**src/rtl/riscv_pkg.sv**
```systemverilog
// riscv_pkg: shared RV32 constants, opcode encodings and fetch-state encoding
package riscv_pkg;
  localparam int          XLEN      = 32;
  localparam logic [31:0] NOP_INSTR = 32'h0000_0013;
  localparam logic [6:0]  OP_BRANCH = 7'b1100011;
  localparam logic [6:0]  OP_JALR   = 7'b1100111;
  localparam logic [6:0]  OP_JAL    = 7'b1101111;
  localparam logic [6:0]  OP_LOAD   = 7'b0000011;
  typedef enum logic [1:0] {IDLE, WAIT, HOLD, DROP} fetch_state_t;
endpackage

```
**src/rtl/if_id_reg.sv**
```systemverilog
// if_id_reg: IF/ID pipeline register with write-enable, flush-to-bubble, async reset
// Ports: clk, rst; en (write), flush; d_valid/d_pc/d_instr in; q_valid/q_pc/q_instr out.
// A bubble (flush, or a write with nothing valid to deliver) clears valid and
// loads NOP_INSTR; the pc field is left as-is since it is meaningless for a bubble.
module if_id_reg #(
  parameter int          XLEN      = 32,
  parameter logic [31:0] NOP_INSTR = 32'h0000_0013
) (
  input  logic            clk,
  input  logic            rst,
  input  logic            en,
  input  logic            flush,
  input  logic            d_valid,
  input  logic [XLEN-1:0] d_pc,
  input  logic [31:0]     d_instr,
  output logic            q_valid,
  output logic [XLEN-1:0] q_pc,
  output logic [31:0]     q_instr
);
  always_ff @(posedge clk or posedge rst)
    if (rst) begin
      q_valid <= 1'b0;
      q_pc    <= '0;
      q_instr <= NOP_INSTR;
    end else if (flush || (en && !d_valid)) begin
      q_valid <= 1'b0;
      q_instr <= NOP_INSTR;
    end else if (en) begin
      q_valid <= 1'b1;
      q_pc    <= d_pc;
      q_instr <= d_instr;
    end
endmodule

```
**src/rtl/if_stage.sv**
```systemverilog
// if_stage: instruction fetch - PC, single-outstanding imem handshake, hold buffer, IF/ID
// Ports: hazard controls (pc_write, if_id_write, if_id_flush), redirect_valid/redirect_pc,
// imem_req/imem_addr out, imem_rvalid/imem_rdata in, IF/ID outputs with decode slices,
// fetch_busy. Optional macro IF_MISALIGN_CHECK_EN adds if_misaligned and halts fetch
// after a misaligned redirect; without it redirect_pc[1:0] is forced to 00.
// imem_req/imem_addr are Mealy outputs so a response and the next request can share a
// cycle, giving one instruction per cycle with a latency-1 memory.
module if_stage #(
  parameter int            XLEN      = 32,
  parameter logic [XLEN-1:0] RESET_PC = '0,
  parameter logic [31:0]   NOP_INSTR = 32'h0000_0013
) (
  input  logic            clk,
  input  logic            rst,
  input  logic            pc_write,
  input  logic            if_id_write,
  input  logic            if_id_flush,
  input  logic            redirect_valid,
  input  logic [XLEN-1:0] redirect_pc,
  output logic            imem_req,
  output logic [XLEN-1:0] imem_addr,
  input  logic            imem_rvalid,
  input  logic [31:0]     imem_rdata,
  output logic            if_id_valid,
  output logic [XLEN-1:0] if_id_pc,
  output logic [XLEN-1:0] if_id_pc_plus4,
  output logic [31:0]     if_id_instr,
  output logic [6:0]      if_id_opcode,
  output logic [4:0]      if_id_rs1,
  output logic [4:0]      if_id_rs2,
`ifdef IF_MISALIGN_CHECK_EN
  output logic            if_misaligned,
`endif
  output logic            fetch_busy
);
  import riscv_pkg::*;
  fetch_state_t state, state_n;
  logic [XLEN-1:0] pc, pc_n, pc_plus4, rpc;
  logic [31:0] hold_instr;
  logic req, deliver, hold_ld, ok, mis;
`ifdef IF_MISALIGN_CHECK_EN
  assign rpc = redirect_pc;
  assign if_misaligned = mis;
  always_ff @(posedge clk or posedge rst)
    if (rst) mis <= 1'b0;
    else if (redirect_valid) mis <= |redirect_pc[1:0];
`else
  assign mis = 1'b0;
  assign rpc = redirect_pc & ~XLEN'(3);
`endif
  assign ok = if_id_write && !if_id_flush;
  assign pc_plus4 = pc + XLEN'(4);
  always_comb begin
    state_n = state;
    pc_n = pc;
    req = 1'b0;
    deliver = 1'b0;
    hold_ld = 1'b0;
    if (redirect_valid) begin
      pc_n = rpc;
      state_n = ((state == WAIT || state == DROP) && !imem_rvalid) ? DROP : IDLE;
    end else begin
      case (state)
        IDLE: begin
          req = pc_write && !mis;
          state_n = req ? WAIT : IDLE;
        end
        WAIT: begin
          deliver = imem_rvalid && ok;
          hold_ld = imem_rvalid && !ok;
          state_n = hold_ld ? HOLD : WAIT;
        end
        HOLD: deliver = ok;
        DROP: state_n = imem_rvalid ? IDLE : DROP;
        default: state_n = IDLE;
      endcase
      if (deliver) begin
        pc_n = pc_plus4;
        req = pc_write;
        state_n = pc_write ? WAIT : IDLE;
      end
    end
  end
  always_ff @(posedge clk or posedge rst)
    if (rst) begin
      state <= IDLE;
      pc <= RESET_PC;
      hold_instr <= NOP_INSTR;
    end else begin
      state <= state_n;
      pc <= pc_n;
      if (hold_ld) hold_instr <= imem_rdata;
    end
  assign imem_req = req && !rst;
  assign imem_addr = deliver ? pc_plus4 : pc;
  assign fetch_busy = state == WAIT || state == DROP;
  if_id_reg #(.XLEN(XLEN), .NOP_INSTR(NOP_INSTR)) u_if_id (
    .clk(clk),
    .rst(rst),
    .en(if_id_write),
    .flush(if_id_flush),
    .d_valid(deliver),
    .d_pc(pc),
    .d_instr(state == HOLD ? hold_instr : imem_rdata),
    .q_valid(if_id_valid),
    .q_pc(if_id_pc),
    .q_instr(if_id_instr)
  );
  assign if_id_pc_plus4 = if_id_pc + XLEN'(4);
  assign if_id_opcode = if_id_instr[6:0];
  assign if_id_rs1 = if_id_instr[19:15];
  assign if_id_rs2 = if_id_instr[24:20];
endmodule

```
**config.mk**
```make
export PLATFORM = sky130hd
export DESIGN_NAME = if_stage
export DESIGN_NICKNAME = d
export VERILOG_FILES = /design/src/rtl/riscv_pkg.sv /design/src/rtl/if_id_reg.sv /design/src/rtl/if_stage.sv
export SDC_FILE = /design/constraint.sdc
export NUM_CORES = 1
export LEC_CHECK = 0
export BUFFER_PORTS_ARGS = -buffer_cell sky130_fd_sc_hd__buf_2
export CORE_MARGIN = 2
export CORE_UTILIZATION = 44
export CTS_BUF_LIST = sky130_fd_sc_hd__clkbuf_8
export DETAILED_ROUTE_END_ITERATION = 16
export MAX_ROUTING_LAYER = met4
export PLACE_DENSITY = 0.7
export SYNTH_ARGS = -nofsm -noshare
export SYNTH_HDL_FRONTEND = slang
export SYNTH_HIERARCHICAL = 1
export SYNTH_SLANG_ARGS = --single-unit
```
**constraint.sdc**
```tcl
create_clock -name clk -period 4.8 [get_ports clk]
set_clock_uncertainty 0.2 [all_clocks]
set_input_delay 0.48 -clock clk [delete_from_list [all_inputs] [get_ports clk]]
set_output_delay 0.48 -clock clk [all_outputs]
set_load 0.01 [all_outputs]
```
==> Flow_metrics.wiki, run 1 <==
{| class="wikitable"
! Metric !! Value
|-
| Result of the run || finished, final reports clean
|-
| Number of antenna cells inserted || 0
|-
| FF/Latch Area || 3240 µm²
|-
| Iteration-0 DRC Markers || 353
|-
| Part of the Yosys area used for sequential elements || 43.0%
|-
| Post-synthesis sequential element count || 129
|-
| Final global-route overflow total || 0
|-
| Layout overhead on the synthesized area || 19.1%
|-
| Worst r2r path cells || 9
|-
| Non-Filler Instances || 1146
|-
| Count of port buffers added during placement || 214
|-
| WHS || 0.0301 ns
|-
| Num CTS Buffers || 17
|-
| Critical path startpoint category || flop
|-
| Final weighted congestion in routability-driven placement || around 0.85
|-
| Total of warnings raised by yosys || 6
|-
| Dominant cells by area after synthesis || dfrtp_1, mux2_2, mux2_4
|-
| Yosys top cell area share || 40.9%
|-
| Commonest non-fill, non-tap cell in the layout || buf_2
|-
| Transition at the pin with the smallest max-transition slack || 0.816 ns
|-
| Post-Syn Area || 7520 µm²
|-
| Pwr/cell area || 381 nW/µm²
|-
| Number of vias per cell after detailed routing || 5.29
|-
| Hold Path Origin || redirect_pc[23]
|-
| Tmin final || 3.74 ns
|-
| Share of the clock period used by the worst path after layout || 78.0%
|-
| Wirelength, routed || 19.2 mm
|-
| Register-to-register setup slack || between 1.5 and 2 ns
|-
| Kind of critical path || flop to primary output
|-
| Horizontal extent of the die || roughly 130 µm
|-
| Detailed-route DRC error count || 0
|-
| H-tree lvl count || 4
|-
| Most area-hungry cell type in the Yosys netlist || dfrtp_1
|-
| Instance count along the most critical hold path || 3
|-
| Maximum number of pins on one net before global-route repair || 69
|-
| Reg clk slew, reported paths || around 0.080 ns
|-
| Die ar. || between 15000 and 20000 µm²
|-
| Cell Count Post-Placement || roughly 1100
|-
| Startpoint of the worst-slack reg-to-reg timing path || state[0]$_DFFE_PP0P_
|-
| Buffer depth of the longest clock path || 2
|-
| Final-report setup violation count || 0
|-
| Total of hold buffers inserted after clock tree synthesis || 1
|-
| Remaining antenna violation count after routing || 0
|-
| Maximum net fanout on the critical path || 13
|-
| Hold endpoint || pc[23]$_DFFE_PP0P_
|-
| Distinct cells, synth || between 50 and 60
|-
| Leakage || between 4 and 5 nW
|-
| Die H || 135 µm
|-
| Post-CTS Setup Inserts || 0
|-
| I/O pin total || 219
|-
| Critical register-to-register path endpoint || u_if_id/q_pc[25]$_DFFE_PP0P_
|-
| Accumulated negative setup slack || 0 ns
|-
| Via count of the first global-routing pass || 5916
|-
| Routed wirelength normalized by instance count || 16.8 µm
|-
| Core ar. || 16600 µm²
|-
| Share of post-route cells with drive strength above 1 || 39.1%
|-
| Final hold viol count || 0
|-
| Effective utilization at floorplan || 45.2%
|-
| Data required time at the worst endpoint || 4.12 ns
|-
| Length of the first detailed-routing pass in iterations || 4
|-
| Clock Sink Count || about 130
|-
| Standard-cell rows || 47
|-
| Final #Nets || 990
|-
| Global-route wire length before repair || approximately 31 mm
|-
| Pwr Total || 3.41 mW
|-
| Detailed-route via count || 6063
|-
| Multi-input logic area || between 3000 and 4000 µm²
|-
| Clock tree root buffer cell || clkbuf_8
|-
| Mean Syn Cell Area || 10.3 µm²
|-
| Max cap viols || 0
|-
| TritonCTS clock tree || yes
|-
| Count of cells resized by post-cts repair || 0
|-
| Maximum clock frequency || roughly 270 MHz
|-
| Clk_lat worst skew || 0.45 ns
|-
| Data arrival time at the worst-slack endpoint || 3.06 ns
|-
| Setup repair after global routing missed its margin || false
|-
| Normalized max-slew margin || a little under half
|-
| Worst Setup End Kind || primary output
|-
| Peak supply drop || 0.210 mV
|-
| Number of slew-limit violations in the final report || 0
|-
| Most used cells in the layout excluding fill and tap cells || buf_2, dfrtp_1, nand2_1, mux2_2, nand3_1
|-
| Number of fill cells || about 1500
|-
| Post-Synthesis Cells || 732
|-
| Antenna violations before repair || 0
|-
| Sum of net half-perimeters after detailed placement || 13.6 mm
|-
| Hold Path Class || input pin to flop
|-
| Overall Global Routing Usage || 22.4%
|}
-- worst max-delay path, cell delays in order (launching register included) --
cell,delay (ns)
dfrtp_1,0.40
inv_1,0.10
ha_1,0.30
nand3b_1,0.22
nor2_1,0.16
buf_4,0.18
nand2_1,0.13
inv_2,0.29
and3_1,0.33
and3_1,0.21
xor2_1,0.15
buf_2,0.15
-- sequential cells by signal, indices dropped and copies added, names as in the netlist --
name             count
hold_instr          32
u_if_id/q_instr     32
u_if_id/q_pc        32
pc                  30
state                2
u_if_id/q_valid      1
-- stage by stage --
stage / utilization (%) / worst slack, ns / instance area (µm²)
after CTS: 53.8 / 1.04 / 8960
after floorplan: - / 2.03 / 7530
after detailed placement: 51.5 / 1.54 / 8580
after global placement: 51.5 / 1.58 / 8580
final: 53.8 / 1.06 / 8960
after global routing: 53.8 / 0.830 / 8960
-- area by class of cell --
cell class              instances  area share [%]
inverters                      12           0.503
clock buffers                  19            2.92
flip-flops and latches        129            36.1
repair buffers                224            12.8
well taps                     220            3.07
multi-input cells             529            43.4
clock inverters                13            1.20
-- metal layers --
layer	up-vias	GRT usage [%]	wire length, µm
met3	28	4.17	1070
met2	218	34.9	9210
met1	2938	29.3	8560
met4	0	8.25	387
met5	-	-	0
li1	2879	-	-
-- Yosys cell counts (all sizes together) --
| master | n |
|---|---|
| dfrtp | 123 |
| mux2 | 96 |
| nand2 | 63 |
| nand3 | 58 |
| xnor2 | 48 |
| buf | 46 |
| xor2 | 35 |
| nor2 | 32 |
| a21oi | 31 |
| nand2b | 30 |
| o21ai | 30 |
| clkbuf | 19 |
| and3 | 18 |
| nand4 | 17 |
| inv | 12 |
| nor3 | 12 |
| and4 | 8 |
| dfstp | 6 |
| ha | 6 |
| nor4 | 5 |
| and2 | 4 |
| and3b | 4 |
| o21bai | 4 |
| a31oi | 3 |
| mux2i | 3 |
| nand3b | 3 |
| or3 | 3 |
| nand4b | 2 |
| nor2b | 2 |
| or4 | 2 |
| a2111oi | 1 |
| a21o | 1 |
| a311oi | 1 |
| a41oi | 1 |
| conb | 1 |
| nor3b | 1 |
| o31a | 1 |
-- where the power goes --
part	internal, mW	total (mW)	switching [mW]
clock network	0.472	0.881	0.408
logic	0.519	0.970	0.451
registers	1.33	1.56	0.235
-- cells by family after synthesis --
group | count (synthesis) | share of synthesized area (%)
and+or+nand+nor | 264 | 19.1
DFF | 129 | 43.0
muxes | 99 | 16.3
xor gates and xnor gates | 83 | 9.67
buffers and inverters | 77 | 5.56
AOI/OAI and AO/OA | 73 | 5.32
adders and majority gates | 6 | 0.998
other | 1 | 0.0499
-- worst max path at each step --
stage	from	slack, ns	endpoint	cells after the start
6_report	state[0]$_DFFE_PP0P_	1.06	imem_addr[22]	11
5_1_grt	state[0]$_DFFE_PP0P_	0.83	imem_addr[22]	11
3_3_place_gp	state[0]$_DFFE_PP0P_	1.58	imem_addr[30]	11
2_1_floorplan	state[0]$_DFFE_PP0P_	2.03	imem_addr[16]	9
4_1_cts	state[0]$_DFFE_PP0P_	1.04	imem_addr[30]	11
3_5_place_dp	state[0]$_DFFE_PP0P_	1.54	imem_addr[30]	11
Note: power is estimated with default switching activity, not from simulation.
==> run 2, diff against run 1 <==
- PLACE_DENSITY: 0.7 -> 0.72
- clock period: 4.8 -> 3.08 ns (I/O delays scaled with it)
==> run 2 against run 1 <==
  * The flow now finishes with violations (negative setup slack)
  * Power rose by 69%
  * Combinational power up 71%
  * Final area rose by 11%
  * Utilization up 5.8 points
  * Non-clock buffer count rose by 77
==> Flow_metrics.wiki, run 2 (same netlist as run 1, synthesis figures left out) <==
{| class="wikitable"
! Metric !! Value
|-
| I/O pin total || roughly 220
|-
| Worst Setup End Kind || primary output
|-
| Final weighted congestion in routability-driven placement || 0.900
|-
| Iteration-0 DRC Markers || approximately 380
|-
| Cell area after placement || 8670 µm²
|-
| Data arrival time at the worst-slack endpoint || 2.64 ns
|-
| Horizontal extent of the die || around 130 µm
|-
| Maximum net fanout on the critical path || 4
|-
| Routed wirelength normalized by instance count || roughly 17 µm
|-
| Sum of net half-perimeters after detailed placement || 13.7 mm
|-
| Number of antenna cells inserted || 0
|-
| Global-route wire length before repair || ~32 mm
|-
| Final global-route overflow total || 0
|-
| Pwr/cell area || 582 nW/µm²
|-
| Final #Nets || 1067
|-
| Antenna violations before repair || 0
|-
| Failing checks || negative setup slack
|-
| Setup repair after global routing missed its margin || true
|-
| Number of slew-limit violations in the final report || 0
|-
| Die H || 135 µm
|-
| Wirelength, routed || 20.3 mm
|-
| Tmin final || 3.15 ns
|-
| Via count of the first global-routing pass || 6160
|-
| Post-layout worst setup margin || -0.0666 ns
|-
| Transition at the pin with the smallest max-transition slack || 0.758 ns
|-
| Maximum clock frequency || between 300 and 400 MHz
|-
| Final hold viol count || 0
|-
| Design area || 9920 µm²
|-
| Standard-cell rows || 47
|-
| Reg clk slew, reported paths || 0.07 ns
|-
| Share of post-route cells with drive strength above 1 || between 30% and 40%
|-
| Normalized max-slew margin || 49.4%
|-
| Data required time at the worst endpoint || between 2 and 3 ns
|-
| Final core area utilization || 59.6%
|-
| Result of the run || finished, violations left
|-
| Detailed-route DRC error count || 0
|-
| Num CTS Buffers || 17
|-
| Critical path startpoint category || flop
|-
| Clock Sink Count || 129
|-
| Core ar. || 16600 µm²
|-
| Met1 routing resource usage after global routing || about 30%
|-
| Commonest non-fill, non-tap cell in the layout || buf_2
|-
| Met3 global-route usage || 3.72%
|-
| Clock tree root buffer cell || clkbuf_8
|-
| Top Registers || hold_instr: 32 flops, u_if_id/q_instr: 32 flops, u_if_id/q_pc: 32 flops
|-
| Post-Place Setup Slack || 0.264 ns
|-
| Hold Path Class || input pin to flop
|-
| Share of the clock period used by the worst path after layout || 102%
|-
| Maximum number of pins on one net before global-route repair || 66
|-
| Final-report setup violation count || 4
|-
| Count of port buffers added during placement || 214
|-
| Clk_lat worst skew || around 0.45 ns
|-
| Buffer depth of the longest clock path || 2
|-
| Number of fill cells || 1400
|-
| Number of vias per cell after detailed routing || 5.21
|-
| TritonCTS clock tree || yes
|-
| Met2 layer usage reported by global route || 36.7%
|-
| Layout overhead on the synthesized area || 31.9%
|-
| Leakage || 4.81 nW
|-
| Most Used Layer, Global Route || met2
|-
| Detailed-route via count || 6371
|-
| Max cap viols || 0
|-
| Remaining antenna violation count after routing || 0
|-
| Most used cells in the layout excluding fill and tap cells || buf_2, dfrtp_1, mux2_2
|-
| H-tree lvl count || 4
|-
| Length of the first detailed-routing pass in iterations || 5
|-
| Peak supply drop || 0.285 mV
|-
| Effective utilization at floorplan || 45.2%
|-
| Overall Global Routing Usage || 23.2%
|-
| Die ar. || around 18000 µm²
|-
| Kind of critical path || flop to primary output
|}
-- run 2: changes by cell type in the layout (fill, tap and decap cells not counted), moves of 3 or more --
cell,change
nor2_1,-3
buf_4,+10
buf_12,+3
dlygate4sd3_1,+61
clkinvlp_4,+4
buf_6,+3
inv_1,-7
bufinv_16,+3
-- run 2: final cells by class --
| type | instances | area [µm²] | area share (%) |
|---|---|---|---|
| Inverter | 12 | 45.0 | 0.454 |
| Clock buffer | 18 | 248 | 2.50 |
| Sequential cell | 129 | 3240 | 32.6 |
| Tap cell | 220 | 275 | 2.77 |
| Multi-Input combinational cell | 529 | 3980 | 40.1 |
| Clock inverter | 14 | 213 | 2.14 |
| Timing Repair Buffer | 301 | 1930 | 19.4 |
-- run 2: worst paths after layout --
check / startpoint / cells past startpoint / slack, ns / end
max reg2reg: state[1]$_DFFE_PP0P_ / 10 / 0.49 / u_if_id/q_pc[30]$_DFFE_PP0P_
min reg2reg: hold_instr[7]$_DFFE_PP0P_ / 1 / 0.29 / hold_instr[7]$_DFFE_PP0P_
max: state[0]$_DFFE_PP0P_ / 9 / -0.07 / imem_addr[31]
max in group asynchronous: rst / 4 / 1.56 / hold_instr[0]$_DFFE_PP1P_
min: redirect_pc[30] / 3 / 0.02 / pc[30]$_DFFE_PP0P_
min in group asynchronous: rst / 4 / 0.33 / u_if_id/q_pc[12]$_DFFE_PP0P_
-- run 2: metal layers --
metal  vias to the layer above  share of wire, %
met5                         -                 0
met3                        28               6.4
met2                       256                49
met4                         0               1.9
li1                       3033                 -
met1                      3054                43
-- run 2: what timing repair did --
action                     4_1_cts  5_1_grt
hold endpoints to repair       154        0
setup endpoints to repair       19       23
resized for setup               11       14
setup buffers                    4        4
hold buffers                    62        0
pin swaps                        4        7
-- run 2: critical path, stage by stage (launching register included) --
cell and delay [ns]:
dfrtp_1 0.40, inv_2 0.08, ha_4 0.26, nand3b_1 0.09
buf_6 0.16, nor4_4 0.38, nand3_2 0.13, or3_4 0.36
xnor2_2 0.16, buf_2 0.16
-- run 2: stage by stage --
stage	hold slack (ns)	instances	power, mW	TNS (ns)
2_1_floorplan	0.229	735	3.42	0
3_3_place_gp	0.248	1121	3.93	0
3_5_place_dp	0.249	1121	3.98	0
4_1_cts	0.000685	1219	5.77	-0.00757
5_1_grt	0.00945	1223	6.09	-1.08
6_report	0.0243	1223	5.78	-0.188
-- run 2: report_power, final --
group / switching (mW) / total [mW] / internal (mW)
clock network: 0.703 / 1.68 / 0.982
registers: 0.361 / 2.43 / 2.07
logic: 0.748 / 1.66 / 0.913
total: 1.81 / 5.78 / 3.96
==> run 3, diff against run 2 <==
--- a/constraint.sdc
+++ b/constraint.sdc
@@ -3,3 +3,3 @@
 set_input_delay 0.308 -clock clk [delete_from_list [all_inputs] [get_ports clk]]
 set_output_delay 0.308 -clock clk [all_outputs]
-set_load 0.01 [all_outputs]
+set_load 0.02 [all_outputs]
==> run 3 against run 2 <==
  * The flow still finishes with violations (negative setup slack)
  * Clock-buffer cell count increased by 2
  * Combinational power rose by 16%
  * Non-clock buffer count up 10
  * Largest power group unchanged
  * Routed wire length grew 3.9%
  * Via count rose by 2.0%
  * Critical endpoint is now imem_addr[25]
  * Flip-flop and latch count unchanged
  * Largest cell class unchanged
  * Worst setup slack lost 0.021 ns
  * Global-route usage rose by 0.87 points
  * First-iteration DRC count grew 7.1%
==> Flow_metrics.wiki, run 3 (same netlist as run 1, synthesis figures left out) <==
{| class="wikitable"
! Metric !! Value
|-
| Hold Path Origin || imem_rvalid
|-
| Maximum net fanout on the critical path || 4
|-
| Number of antenna cells inserted || 0
|-
| Buffer depth of the longest clock path || 2
|-
| Instance count along the most critical hold path || 3
|-
| Kind of critical path || flop to primary output
|-
| Detailed-route DRC error count || 0
|-
| Leakage || 4.86 nW
|-
| Logic pwr share || about 32%
|-
| Crit-path cells || inv_2 > ha_4 > nand3b_1 > buf_6 > nor4_4 > buf_4 > nand4b_1 > nor2_2 > xor2_2 > buf_6
|-
| Final hold viol count || 0
|-
| Failing checks || negative setup slack
|-
| Tmin final || 3.17 ns
|-
| Non-Filler Instances || 1232
|-
| Clock network fraction of total power || 26.9%
|-
| Clock tree root buffer cell || clkbuf_8
|-
| Design area || 10000 µm²
|-
| Via count of the first global-routing pass || 6232
|-
| Final #Nets || around 1100
|-
| Worst r2r path cells || 9
|-
| I/O pin total || approximately 220
|-
| Startpoint of the worst-slack reg-to-reg timing path || state[1]$_DFFE_PP0P_
|-
| Count of port buffers added during placement || about 210
|-
| Wirelength, routed || 21.1 mm
|-
| Crit-path slowest cell || dfrtp_1
|-
| Num CTS Buffers || 17
|-
| Setup repair after global routing missed its margin || true
|-
| Standard-cell rows || 47
|-
| Sum of net half-perimeters after detailed placement || 14.1 mm
|-
| Core ar. || 16600 µm²
|-
| Critical register-to-register path endpoint || pc[27]$_DFFE_PP0P_
|-
| Detailed-route via count || 6500
|-
| Top Registers || hold_instr: 32 flops, u_if_id/q_instr: 32 flops, u_if_id/q_pc: 32 flops
|-
| Share of the clock period used by the worst path after layout || 103%
|-
| Number of slew-limit violations in the final report || 0
|-
| H-tree lvl count || 4
|-
| Most used cells in the layout excluding fill and tap cells || buf_2, dfrtp_1, mux2_2, dlygate4sd3_1, nand2_1
|-
| Peak supply drop || 0.296 mV
|-
| Data arrival time at the worst-slack endpoint || between 2 and 3 ns
|-
| Normalized max-slew margin || 41.4%
|-
| Final-report setup violation count || 5
|-
| Overall Global Routing Usage || between 20% and 30%
|-
| Cell area after placement || 8680 µm²
|-
| Net Sw Power || between 2 and 2.5 mW
|-
| Final global-route overflow total || 0
|-
| Data required time at the worst endpoint || around 2.6 ns
|-
| Internal portion of total power || between 3 and 4 mW
|-
| Layout overhead on the synthesized area || 33.0%
|-
| Pwr/cell area || slightly below 600 nW/µm²
|-
| Maximum number of pins on one net before global-route repair || 66
|-
| TritonCTS clock tree || yes
|-
| Routed wirelength normalized by instance count || ~17 µm
|-
| Share of post-route cells with drive strength above 1 || 40.6%
|-
| Accumulated negative setup slack || -0.365 ns
|-
| Die ar. || 18200 µm²
|-
| Effective utilization at floorplan || 45.2%
|-
| Remaining antenna violation count after routing || 0
|-
| Critical path startpoint category || flop
|-
| Antenna violations before repair || 0
|-
| Cell Count Post-Placement || around 1100
|-
| Slowest stage delay, CP || 0.38 ns
|-
| Maximum clock frequency || 316 MHz
|-
| Die H || 135 µm
|-
| Cell repeated most along the worst path || buf_6
|-
| Max cap viols || 0
|-
| Transition at the pin with the smallest max-transition slack || approximately 0.88 ns
|-
| Hold Path Class || input pin to flop
|-
| Result of the run || finished, violations left
|-
| Number of vias per cell after detailed routing || 5.28
|-
| Commonest non-fill, non-tap cell in the layout || buf_2
|-
| Sequential share of power || 40.9%
|-
| Horizontal extent of the die || between 100 and 150 µm
|-
| Post-Place Setup Slack || 0.185 ns
|-
| Worst Setup End Kind || primary output
|-
| Clock Sink Count || 129
|-
| Clk_lat worst skew || 0.45 ns
|-
| Register-to-register setup slack || 0.40 ns
|-
| Switching share of power || 33.8%
|-
| Hold endpoint || state[1]$_DFFE_PP0P_
|-
| Reg clk slew, reported paths || 0.07 ns
|-
| Post-layout worst setup margin || -0.0877 ns
|-
| Iteration-0 DRC Markers || 409
|-
| Final weighted congestion in routability-driven placement || 0.884
|-
| Length of the first detailed-routing pass in iterations || 5
|-
| Global-route wire length before repair || between 30 and 40 mm
|}
[run 3: cell count changes in the layout (fill, tap and decap cells not counted), sizes merged]
cell / change
buf: +9
clkbuf: +2
bufinv: -1
clkinv: -1
clkinvlp: -1
dlygate4sd3: +1
[run 3: cell type report]
class	instances	area, µm²
Sequential cell	129	3240
Timing Repair Buffer	311	2010
Inverter	12	50.0
Tap cell	220	275
Multi-Input combinational cell	529	3990
Clock inverter	11	161
Fill cell	1385	6640
Clock buffer	20	275
[run 3: metrics by stage]
| stage | utilization [%] | power, mW | hold slack (ns) |
|---|---|---|---|
| after floorplan | - | 3.63 | 0.229 |
| after global placement | 52.2 | 4.14 | 0.262 |
| after detailed placement | 52.2 | 4.21 | 0.268 |
| after CTS | 59.6 | 5.98 | 0.0576 |
| after global routing | 60.1 | 6.26 | 0.0826 |
| final | 60.1 | 5.97 | 0.0928 |
[run 3: worst max-delay path by stage]
| stage | start | end | slack, ns |
|---|---|---|---|
| floorplan | state[0]$_DFFE_PP0P_ | imem_addr[16] | 0.35 |
| global placement | state[1]$_DFFE_PP0P_ | imem_addr[16] | 0.19 |
| detailed placement | state[1]$_DFFE_PP0P_ | imem_addr[22] | 0.19 |
| CTS | state[0]$_DFFE_PP0P_ | imem_addr[25] | -0.09 |
| global route | state[0]$_DFFE_PP0P_ | imem_addr[29] | -0.27 |
| finish | state[1]$_DFFE_PP0P_ | imem_addr[25] | -0.09 |
[run 3: worst max-delay path: cells and delay by family, from the launching register on]
kind                       cells  cell delay, ns
buffers and inverters          4            0.54
adders and majority gates      1            0.26
DFF                            1            0.38
xor gates and xnor gates       1            0.19
and+or+nand+nor                4            0.85
[run 3: power by group through the flow]
stage	Sequential, mW	Combinational [mW]	Clock, mW
2_1_floorplan	2.47	1.16	0
3_3_place_gp	2.44	1.71	0
3_5_place_dp	2.46	1.74	0
4_1_cts	2.43	1.91	1.64
5_1_grt	2.49	2.05	1.72
6_report	2.44	1.92	1.61
[run 3: per-layer routing]
layer | vias to the layer above | routed length (µm) | global-route usage (%)
li1 | 3045 | - | -
met1 | 3151 | 9100 | 30.4
met2 | 275 | 10400 | 39.5
met3 | 29 | 1260 | 4.02
met4 | 0 | 346 | 7.89
met5 | - | 0 | -
[run 3: what timing repair did]
item | 4_1_cts | 5_1_grt
endpoints found under the hold margin | 150 | 0
setup endpoints to repair | 23 | 22
hold buffers | 63 | 0
pin swaps | 9 | 8
resized for setup | 23 | 17
setup buffers | 12 | 1
